--- src/rtl/pipereg_mw_gen_if.sv ---
// ---------------------------------------------------------------------------
// pipereg_mw_gen_if
// Groups the memory->writeback pipeline register signals into one bundle.
//
// Optional feature macro: PIPEREG_STALL_STATS_EN (adds StallCntW).
//
// Signals
//   ResultM, ReadDataM [DATA_W] : memory-stage ALU result / load data
//   RdM [RD_W]                  : memory-stage destination register index
//   ValidM                      : memory-stage slot holds a real instruction
//   StallW                      : hold writeback stage contents
//   FlushW                      : squash the instruction entering writeback
//   ResultW, ReadDataW [DATA_W] : registered copies
//   RdW [RD_W]                  : registered destination index
//   ValidW                      : writeback slot valid
//   ReadyW                      : stage is running (bubble phase finished)
//   StallCntW [16]              : saturating stall-edge count (macro only)
//
// Modports
//   master : upstream pipeline / control side, drives the M-side inputs
//   slave  : the pipeline register itself
// ---------------------------------------------------------------------------
interface pipereg_mw_gen_if #(
    parameter int DATA_W = 32,
    parameter int RD_W   = 5
);
    logic [DATA_W-1:0] ResultM;
    logic [DATA_W-1:0] ReadDataM;
    logic [RD_W-1:0]   RdM;
    logic              ValidM;
    logic              StallW;
    logic              FlushW;

    logic [DATA_W-1:0] ResultW;
    logic [DATA_W-1:0] ReadDataW;
    logic [RD_W-1:0]   RdW;
    logic              ValidW;
    logic              ReadyW;
`ifdef PIPEREG_STALL_STATS_EN
    logic [15:0]       StallCntW;

    modport master (
        output ResultM, ReadDataM, RdM, ValidM, StallW, FlushW,
        input  ResultW, ReadDataW, RdW, ValidW, ReadyW, StallCntW
    );

    modport slave (
        input  ResultM, ReadDataM, RdM, ValidM, StallW, FlushW,
        output ResultW, ReadDataW, RdW, ValidW, ReadyW, StallCntW
    );
`else
    modport master (
        output ResultM, ReadDataM, RdM, ValidM, StallW, FlushW,
        input  ResultW, ReadDataW, RdW, ValidW, ReadyW
    );

    modport slave (
        input  ResultM, ReadDataM, RdM, ValidM, StallW, FlushW,
        output ResultW, ReadDataW, RdW, ValidW, ReadyW
    );
`endif
endinterface

--- src/rtl/pipereg_mw_gen.sv ---
// ---------------------------------------------------------------------------
// pipereg_mw_gen
// Memory -> writeback pipeline register with a start-up bubble phase.
//
// After reset release the stage ignores INIT_BUBBLES falling clock edges
// (outputs held at zero, ReadyW low), then runs: on every falling edge it
// either flushes (FlushW), holds (StallW) or loads the memory-stage values.
// FlushW has priority over StallW, which has priority over a load.
//
// Optional feature macro: PIPEREG_STALL_STATS_EN
//   When defined, a 16-bit saturating counter StallCntW counts RUN edges on
//   which the stage held because of StallW (flush edges are not counted).
//
// Parameters
//   DATA_W       : width of result / load data (default 32)
//   RD_W         : width of destination register index (default 5)
//   INIT_BUBBLES : falling edges ignored after reset release, 0..15
//
// Ports
//   clk   : clock, all state changes on its falling edge
//   reset : asynchronous, active-high reset
//   bus   : pipereg_mw_gen_if.slave bundle (see interface header)
// ---------------------------------------------------------------------------
module pipereg_mw_gen #(
    parameter int DATA_W       = 32,
    parameter int RD_W         = 5,
    parameter int INIT_BUBBLES = 1
) (
    input  logic                clk,
    input  logic                reset,
    pipereg_mw_gen_if.slave     bus
);

    typedef enum logic {
        ST_INIT = 1'b0,
        ST_RUN  = 1'b1
    } state_t;

    // With zero bubbles the stage comes out of reset already running.
    localparam state_t     RST_STATE = (INIT_BUBBLES == 0) ? ST_RUN : ST_INIT;
    localparam logic [3:0] RST_CNT   = 4'(INIT_BUBBLES);
    localparam logic       RST_READY = (INIT_BUBBLES == 0);

    // ------------------------------------------------------------------
    // State
    // ------------------------------------------------------------------
    state_t            state_q, state_d;
    logic [3:0]        cnt_q,   cnt_d;
    logic              ready_q, ready_d;

    logic [DATA_W-1:0] result_q,   result_d;
    logic [DATA_W-1:0] readdata_q, readdata_d;
    logic [RD_W-1:0]   rd_q,       rd_d;
    logic              valid_q,    valid_d;

`ifdef PIPEREG_STALL_STATS_EN
    logic [15:0]       stall_cnt_q, stall_cnt_d;

    // Saturating increment: sticks at all-ones instead of wrapping.
    function automatic logic [15:0] sat_inc16(input logic [15:0] v);
        if (v == 16'hFFFF) begin
            return v;
        end
        return v + 16'd1;
    endfunction
`endif

    // ------------------------------------------------------------------
    // Next-state / datapath selection
    // ------------------------------------------------------------------
    always_comb begin
        state_d    = state_q;
        cnt_d      = cnt_q;
        result_d   = result_q;
        readdata_d = readdata_q;
        rd_d       = rd_q;
        valid_d    = valid_q;
`ifdef PIPEREG_STALL_STATS_EN
        stall_cnt_d = stall_cnt_q;
`endif

        unique case (state_q)
            ST_INIT: begin
                // The edge that sees the counter at 1 is the last bubble:
                // the stage becomes ready on it but does not load on it.
                // A zero counter cannot occur here, but is treated the
                // same way so the FSM can never stay stuck in INIT.
                if (cnt_q <= 4'd1) begin
                    state_d = ST_RUN;
                    cnt_d   = 4'd0;
                end else begin
                    cnt_d = cnt_q - 4'd1;
                end
            end

            ST_RUN: begin
                if (bus.FlushW) begin
                    result_d   = '0;
                    readdata_d = '0;
                    rd_d       = '0;
                    valid_d    = 1'b0;
                end else if (bus.StallW) begin
                    // Contents hold; only the statistics advance.
`ifdef PIPEREG_STALL_STATS_EN
                    stall_cnt_d = sat_inc16(stall_cnt_q);
`endif
                end else begin
                    result_d   = bus.ResultM;
                    readdata_d = bus.ReadDataM;
                    rd_d       = bus.RdM;
                    valid_d    = bus.ValidM;
                end
            end

            default: begin
                state_d = ST_INIT;
            end
        endcase

        ready_d = (state_d == ST_RUN);
    end

    // ------------------------------------------------------------------
    // Registers (falling edge, asynchronous reset)
    // ------------------------------------------------------------------
    always_ff @(negedge clk or posedge reset) begin
        if (reset) begin
            state_q    <= RST_STATE;
            cnt_q      <= RST_CNT;
            ready_q    <= RST_READY;
            result_q   <= '0;
            readdata_q <= '0;
            rd_q       <= '0;
            valid_q    <= 1'b0;
        end else begin
            state_q    <= state_d;
            cnt_q      <= cnt_d;
            ready_q    <= ready_d;
            result_q   <= result_d;
            readdata_q <= readdata_d;
            rd_q       <= rd_d;
            valid_q    <= valid_d;
        end
    end

`ifdef PIPEREG_STALL_STATS_EN
    always_ff @(negedge clk or posedge reset) begin
        if (reset) begin
            stall_cnt_q <= 16'h0000;
        end else begin
            stall_cnt_q <= stall_cnt_d;
        end
    end

    assign bus.StallCntW = stall_cnt_q;
`endif

    // ------------------------------------------------------------------
    // Outputs
    // ------------------------------------------------------------------
    assign bus.ResultW   = result_q;
    assign bus.ReadDataW = readdata_q;
    assign bus.RdW       = rd_q;
    assign bus.ValidW    = valid_q;
    assign bus.ReadyW    = ready_q;

endmodule

--- src/flat_wrapper.sv ---
// flat-port wrapper written by rule: the top's interface ports become plain ports
module pipereg_mw_gen_flat 
#(
    parameter int DATA_W       = 32,
    parameter int RD_W         = 5,
    parameter int INIT_BUBBLES = 1
)
  (clk, reset, bus_ResultM, bus_ReadDataM, bus_RdM, bus_ValidM, bus_StallW, bus_FlushW, bus_ResultW, bus_ReadDataW, bus_RdW, bus_ValidW, bus_ReadyW);
  pipereg_mw_gen_if #(.DATA_W(DATA_W), .RD_W(RD_W)) bus_i ();
  input  logic clk;
  input  logic reset;
  input wire logic [$bits(bus_i.ResultM)-1:0] bus_ResultM;
  input wire logic [$bits(bus_i.ReadDataM)-1:0] bus_ReadDataM;
  input wire logic [$bits(bus_i.RdM)-1:0] bus_RdM;
  input wire logic [$bits(bus_i.ValidM)-1:0] bus_ValidM;
  input wire logic [$bits(bus_i.StallW)-1:0] bus_StallW;
  input wire logic [$bits(bus_i.FlushW)-1:0] bus_FlushW;
  output wire logic [$bits(bus_i.ResultW)-1:0] bus_ResultW;
  output wire logic [$bits(bus_i.ReadDataW)-1:0] bus_ReadDataW;
  output wire logic [$bits(bus_i.RdW)-1:0] bus_RdW;
  output wire logic [$bits(bus_i.ValidW)-1:0] bus_ValidW;
  output wire logic [$bits(bus_i.ReadyW)-1:0] bus_ReadyW;
  assign bus_i.ResultM = bus_ResultM;
  assign bus_i.ReadDataM = bus_ReadDataM;
  assign bus_i.RdM = bus_RdM;
  assign bus_i.ValidM = bus_ValidM;
  assign bus_i.StallW = bus_StallW;
  assign bus_i.FlushW = bus_FlushW;
  assign bus_ResultW = bus_i.ResultW;
  assign bus_ReadDataW = bus_i.ReadDataW;
  assign bus_RdW = bus_i.RdW;
  assign bus_ValidW = bus_i.ValidW;
  assign bus_ReadyW = bus_i.ReadyW;
  pipereg_mw_gen #(.DATA_W(DATA_W), .RD_W(RD_W), .INIT_BUBBLES(INIT_BUBBLES)) u_core (.clk(clk), .reset(reset), .bus(bus_i));
endmodule
--- config.mk ---
export PLATFORM = sky130hd
export DESIGN_NAME = pipereg_mw_gen_flat
export DESIGN_NICKNAME = d
export VERILOG_FILES = /design/src/rtl/pipereg_mw_gen_if.sv /design/src/rtl/pipereg_mw_gen.sv /design/src/flat_wrapper.sv
export SDC_FILE = /design/constraint.sdc
export NUM_CORES = 1
export LEC_CHECK = 0
export CAP_MARGIN = 10
export CORE_AREA = 2 2 110 112
export CTS_CLUSTER_SIZE = 20
export DETAILED_ROUTE_END_ITERATION = 8
export DIE_AREA = 0 0 112 114
export PLACE_DENSITY_LB_ADDON = 0.12
export SLEW_MARGIN = 10
export SYNTH_ARGS = -nofsm -noshare
export SYNTH_HDL_FRONTEND = slang
export SYNTH_SLANG_ARGS = --single-unit
--- constraint.sdc ---
create_clock -name clk -period 2.5 [get_ports clk]
set_clock_uncertainty 0.15 [all_clocks]
set_input_delay 0.625 -clock clk [delete_from_list [all_inputs] [get_ports clk]]
set_output_delay 0.625 -clock clk [all_outputs]
set_load 0.01 [all_outputs]
==> impl_metrics.tcl, run 1 <==
set metrics [dict create \
    status "finished with violations" \
    violations "negative setup slack" \
    drt-vias-per-instance 4.326 \
    clk_path_buf_depth 2 \
    final_common_cell "dfrtn_1" \
    clock-sinks 75 \
    min_from "u_core.cnt_q[2]" \
    gr-total-overflow 0 \
    ios 145 \
    cpMaxStageDelayCell "dfrtn_1" \
    synth_top_family_by_area "multiplexers" \
    p_leak_nw 3.172 \
    powerDensity_nw_per_um2 577.7 \
    htree_levels 3 \
    syn_nets 327 \
    fp.dieW_um 112 \
    drt_iter0_drc 84 \
    first_pass_iters 4 \
    place_congestion 0.6770 \
    insertion_delay_ns 0.38 \
    seqPwrFrac_pct 37.6 \
    port_buffers 144 \
    most-common-layout-cells "74 x dfrtn_1, 71 x clkdlybuf4s50_1, 70 x mux2_4" \
    hpwl_mm 5.426 \
    internal_power_mw 2.824 \
    hold_depth 1 \
    tightest_slew_ns 0.4208 \
    total_power_mw 3.628 \
    peakVddDrop_v 0.0002678 \
    hold_path_end "u_core.cnt_q[2]" \
    maxSlewHeadroom_pct 71.71 \
    vias 2682 \
    root_buffer "clkbuf_16" \
    hold_class "flip-flop to flip-flop" \
    cts_buffers 9 \
    start_util_pct 28.86 \
    rsz0062_at_grt "true" \
    slew_violations 0 \
    finalSetupViolCount 141 \
    wl_mm 10.07 \
    yosys_warnings 0 \
    rr_startpoint "u_core.cnt_q[0]" \
    crit_family "flip-flops" \
    start_kind "flip-flop" \
    timing.rr.end "u_core.cnt_q[1]" \
    synthMuxAreaShare_pct 23.32 \
    dieHeight_um 114 \
    worstSetupPathDepth 1 \
    grt_max_degree 35 \
    finalHoldViolations 0 \
    pwr-share-clk_pct 41.4 \
    hold_slack_ns 0.2966 \
    antenna_found_initial 0 \
    rows 40 \
    combPwrFrac_pct 21.0 \
    rr_worst_depth 4 \
    dieArea_um2 12770 \
    area_growth_pct 85.82 \
    syn_area_per_cell_um2 13.46 \
    syn_inst 251 \
    seq_area_frac_synth_pct 55.57 \
    cp_max_fo 2 \
    synth_ff_type "dfrtn_1" \
    crit_required_ns 1.73 \
    synth_edf_count 0 \
    cp-end-kind "output pin" \
    synth-seq-cells 75 \
    fin_ws_ns -0.4219 \
    setup_tns_ns -49.12 \
    final_util_pct 53.62 \
    path_buf_inv 1 \
    synth-compound-area-share_pct 1.555 \
    ant_nets 0 \
    async_reset_ff_share_pct 100.0 \
    stdcell_area_um2 6280 \
    synth-simple-area-share_pct 15.03 \
    antenna_cells 0 \
    path_cells "buf_2" \
    final_nets 544 \
    crit_arrival_ns 2.15 \
    maxCapViolCount 0 \
    synth_area_um2 3379 \
    grt_pass1_vias 2667 \
    place_area_um2 5132 \
    drc 0 \
    grt_use_total_pct 15.74 \
    sw_frac_of_total_pct 22.16 \
    yosysUniqueCellTypes 20 \
    synth_adder_area_share_pct 0.7405 \
    p_sw_mw 0.8039 \
    core_area_um2 11710 \
    grt_pass1_wl_mm 15.37 \
    clk_pin_slew_ns 0.05 \
    synth-xor-area-share_pct 0 \
    wl_per_cell_um 16.24 \
    holdBufCountCts 0 \
    rrSetupSlack_ns 0.83 \
    layout-drive-gt1-share_pct 50.32 \
    cts_tree "done" \
    slowest_delay_ns 0.42 \
    critPathKind "flip-flop to output pin" \
]
## metal layers
| layer | routed length [um] | global-route usage, % |
|---|---|---|
| met5 | 0 | 0 |
| met4 | 134 | 5.854 |
| met3 | 537 | 3.454 |
| met2 | 4971 | 25.17 |
| met1 | 4426 | 21.12 |
## worst max path at each step
stage,endpoint,startpoint,slack (ns)
4_1_cts,bus_ResultW[4],u_core.bus.ResultW[4],-0.43
3_5_place_dp,u_core.bus.ResultW[28],bus_StallW,-1.10
6_report,bus_ResultW[30],u_core.bus.ResultW[30],-0.42
2_1_floorplan,u_core.bus.RdW[0],bus_FlushW,-0.55
3_3_place_gp,u_core.bus.ReadDataW[2],bus_StallW,-1.08
5_1_grt,bus_ResultW[6],u_core.bus.ResultW[6],-0.46
## cell families (layout without fill, tap and decap cells)
kind of cell    Yosys count  count (layout)
flops                    75              75
compound gates            7               7
fa+ha+maj                 2               2
simple gates             75              75
buf+inv                  22             244
mux                      70              70
## power by group through the flow
stage	Combinational [mW]	Sequential [mW]	Clock, mW
2_1_floorplan	0.212	1.42	0.00501
3_3_place_gp	0.592	1.38	0.00501
3_5_place_dp	0.595	1.38	0.00501
4_1_cts	0.729	1.36	1.54
5_1_grt	0.810	1.37	1.60
6_report	0.762	1.36	1.50
## through the flow
step	setup WS (ns)	instances
floorplan	-0.5526	251
global placement	-1.083	543
detailed placement	-1.099	543
CTS	-0.4316	595
global route	-0.4571	620
finish	-0.4219	620
## registers in the layout (all words and copies together), names as in the netlist
register / count
u_core.bus.RdW: 5
u_core.state_q: 1
u_core.bus.ReadDataW: 32
u_core.cnt_q: 4
u_core.bus.ResultW: 32
u_core.bus.ValidW: 1
## cells in the mapped netlist, drive strengths merged, types with 2 or more instances
master / instances / area share, %
nor2b: 35 / 6.5
o21ai: 4 / 0.93
and2b: 35 / 7.8
inv: 7 / 0.78
ha: 2 / 0.74
clkbuf: 7 / 0.78
mux2: 70 / 23
buf: 8 / 2.2
dfrtn: 74 / 55
## what timing repair did
action                     CTS  global route
setup endpoints to repair  141           141
gates cloned                14             0
gates resized for setup    400            11
pin swaps                    1             1
setup buffers               23            28
## final cells by class
class / instances / area (um2)
Fill cell: 1070 / 5431
Timing Repair Buffer: 221 / 2205
Sequential cell: 75 / 1878
Multi-Input combinational cell: 154 / 1637
Clock buffer: 12 / 246.5
Tap cell: 147 / 183.9
Clock inverter: 5 / 101.3
Inverter: 6 / 28.78
No activity file was read; power rests on OpenSTA's default activity.
==> run 2, diff against run 1 <==
- CORE_AREA: 2 2 110 112 -> 2 2 98 100
- DIE_AREA: 0 0 112 114 -> 0 0 100 102
==> impl_metrics.tcl, run 2 (same netlist as run 1, synthesis figures left out) <==
set metrics [dict create \
    fin_ws_ns -0.4356 \
    final_nets 539 \
    path_buf_inv 1 \
    path_cells "buf_2" \
    grt_use_total_pct 19.12 \
    grt_pass1_wl_mm 14.84 \
    finalSetupViolCount 141 \
    start_kind "flip-flop" \
    most-common-layout-cells "74 x dfrtn_1, 71 x clkdlybuf4s50_1, 70 x mux2_4" \
    crit_arrival_ns 2.16 \
    seqPwrFrac_pct 43.3 \
    cp_max_fo 2 \
    place_congestion 0.7796 \
    gr-total-overflow 0 \
    dieHeight_um 102 \
    total_power_mw 3.145 \
    clock-sinks 75 \
    ff_latch_area_um2 1878 \
    grt_max_degree 26 \
    cpMaxStageDelayCell "dfrtn_1" \
    hold_slack_ns 0.3050 \
    hold_class "flip-flop to flip-flop" \
    critPathKind "flip-flop to output pin" \
    violations "negative setup slack" \
    final_common_cell "dfrtn_1" \
    crit_family "flip-flops" \
    rows 35 \
    p_leak_nw 3.085 \
    htree_levels 3 \
    p_sw_mw 0.7723 \
    core_area_um2 9109 \
    fillers 701 \
    dieArea_um2 10200 \
    ios 145 \
    clk_pin_slew_ns 0.06 \
    peakVddDrop_v 0.0003098 \
    layout-drive-gt1-share_pct 50.00 \
    internal_power_mw 2.373 \
    root_buffer "clkbuf_8" \
    wl_mm 9.867 \
    combPwrFrac_pct 23.8 \
    insertion_delay_ns 0.37 \
    cp-end-kind "output pin" \
    holdBufCountCts 0 \
    drc 0 \
    final_util_pct 66.46 \
    start_util_pct 37.10 \
    powerDensity_nw_per_um2 519.6 \
    finalHoldViolations 0 \
    maxCapViolCount 0 \
    pwr-share-clk_pct 32.9 \
    multi_input_area_um2 1637 \
    drt-vias-per-instance 4.632 \
    slew_violations 0 \
    area_growth_pct 79.12 \
    cts_buffers 9 \
    fp.dieW_um 100 \
    ant_nets 0 \
    status "finished with violations" \
    antenna_cells 0 \
    cts_tree "done" \
    wl_per_cell_um 17.04 \
    crit_required_ns 1.73 \
    clk_path_buf_depth 2 \
    rrSetupSlack_ns 0.67 \
    drt_iter0_drc 29 \
    dp_worst_setup_slack_ns -1.093 \
    rsz0062_at_grt "true" \
    grt_pass1_vias 2743 \
    vias 2682 \
    slowest_delay_ns 0.43 \
    port_buffers 144 \
    setup_tns_ns -50.08 \
    antenna_found_initial 0 \
    tightest_slew_ns 0.4314 \
    maxSlewHeadroom_pct 71.00 \
    sw_frac_of_total_pct 24.55 \
    hpwl_mm 5.479 \
    first_pass_iters 4 \
]
[run 2: cell count changes in the layout (fill, tap and decap cells not counted)]
cell / delta
buf_16: -7
buf_4: -2
bufinv_16: -1
clkinvlp_2: +1
bufbuf_16: +1
buf_12: +4
clkbuf_1: -1
clkinv_4: +2
buf_2: -2
clkbuf_16: -7
clkbuf_8: +8
buf_8: +3
buf_6: -4
[run 2: final timing paths]
| kind | startpoint | end | depth (start not counted) |
|---|---|---|---|
| min in group asynchronous | reset | u_core.bus.ResultW[29] | 3 |
| min | u_core.bus.ResultW[28] | u_core.bus.ResultW[28] | 1 |
| min reg2reg | u_core.bus.ResultW[28] | u_core.bus.ResultW[28] | 1 |
| max | u_core.bus.ReadDataW[14] | bus_ReadDataW[14] | 1 |
| max reg2reg | u_core.state_q | u_core.bus.ReadDataW[18] | 8 |
| max in group asynchronous | reset | u_core.bus.ResultW[23] | 3 |
[run 2: final cells by class]
class                      count  area share, %
inverter                       6         0.4754
multi-input combinational    154          27.04
timing repair buffer         216          35.51
sequential                    75          31.03
clock buffer                  10          2.108
clock inverter                 7          1.550
tap                          111          2.294
[run 2: power by group through the flow]
stage | clock network, mW | logic, mW | registers (mW)
finish | 1.03 | 0.750 | 1.36
global route | 1.11 | 0.799 | 1.37
CTS | 1.05 | 0.707 | 1.36
detailed placement | 0.00501 | 0.596 | 1.38
global placement | 0.00501 | 0.592 | 1.38
floorplan | 0.00501 | 0.212 | 1.42
[run 2: metal layers]
metal	vias up	track usage, %	wire, um
met2	74	31.39	4899
met4	0	7.271	113
met3	8	2.941	427
li1	1261	-	-
met1	1339	25.80	4426
met5	-	0	0
[run 2: stage by stage]
step / area [um2] / std cells
after floorplan: 3462 / 251
after global placement: 5102 / 504
after detailed placement: 5102 / 504
after CTS: 5817 / 551
after global routing: 6053 / 579
final: 6053 / 579
[run 2: timing repair]
action | 4_1_cts | 5_1_grt
setup endpoints to repair | 141 | 141
pin swaps | 1 | 1
gates cloned | 10 | 2
hold endpoints to repair | 0 | 0
gates resized for setup | 394 | 12
buffers inserted | 22 | 30
==> run 3, diff against run 2 <==
- HOLD_SLACK_MARGIN: unset -> 0.05
==> results of run 3 <==
No change in the layout: final DEF, timing and power equal those of run 2.
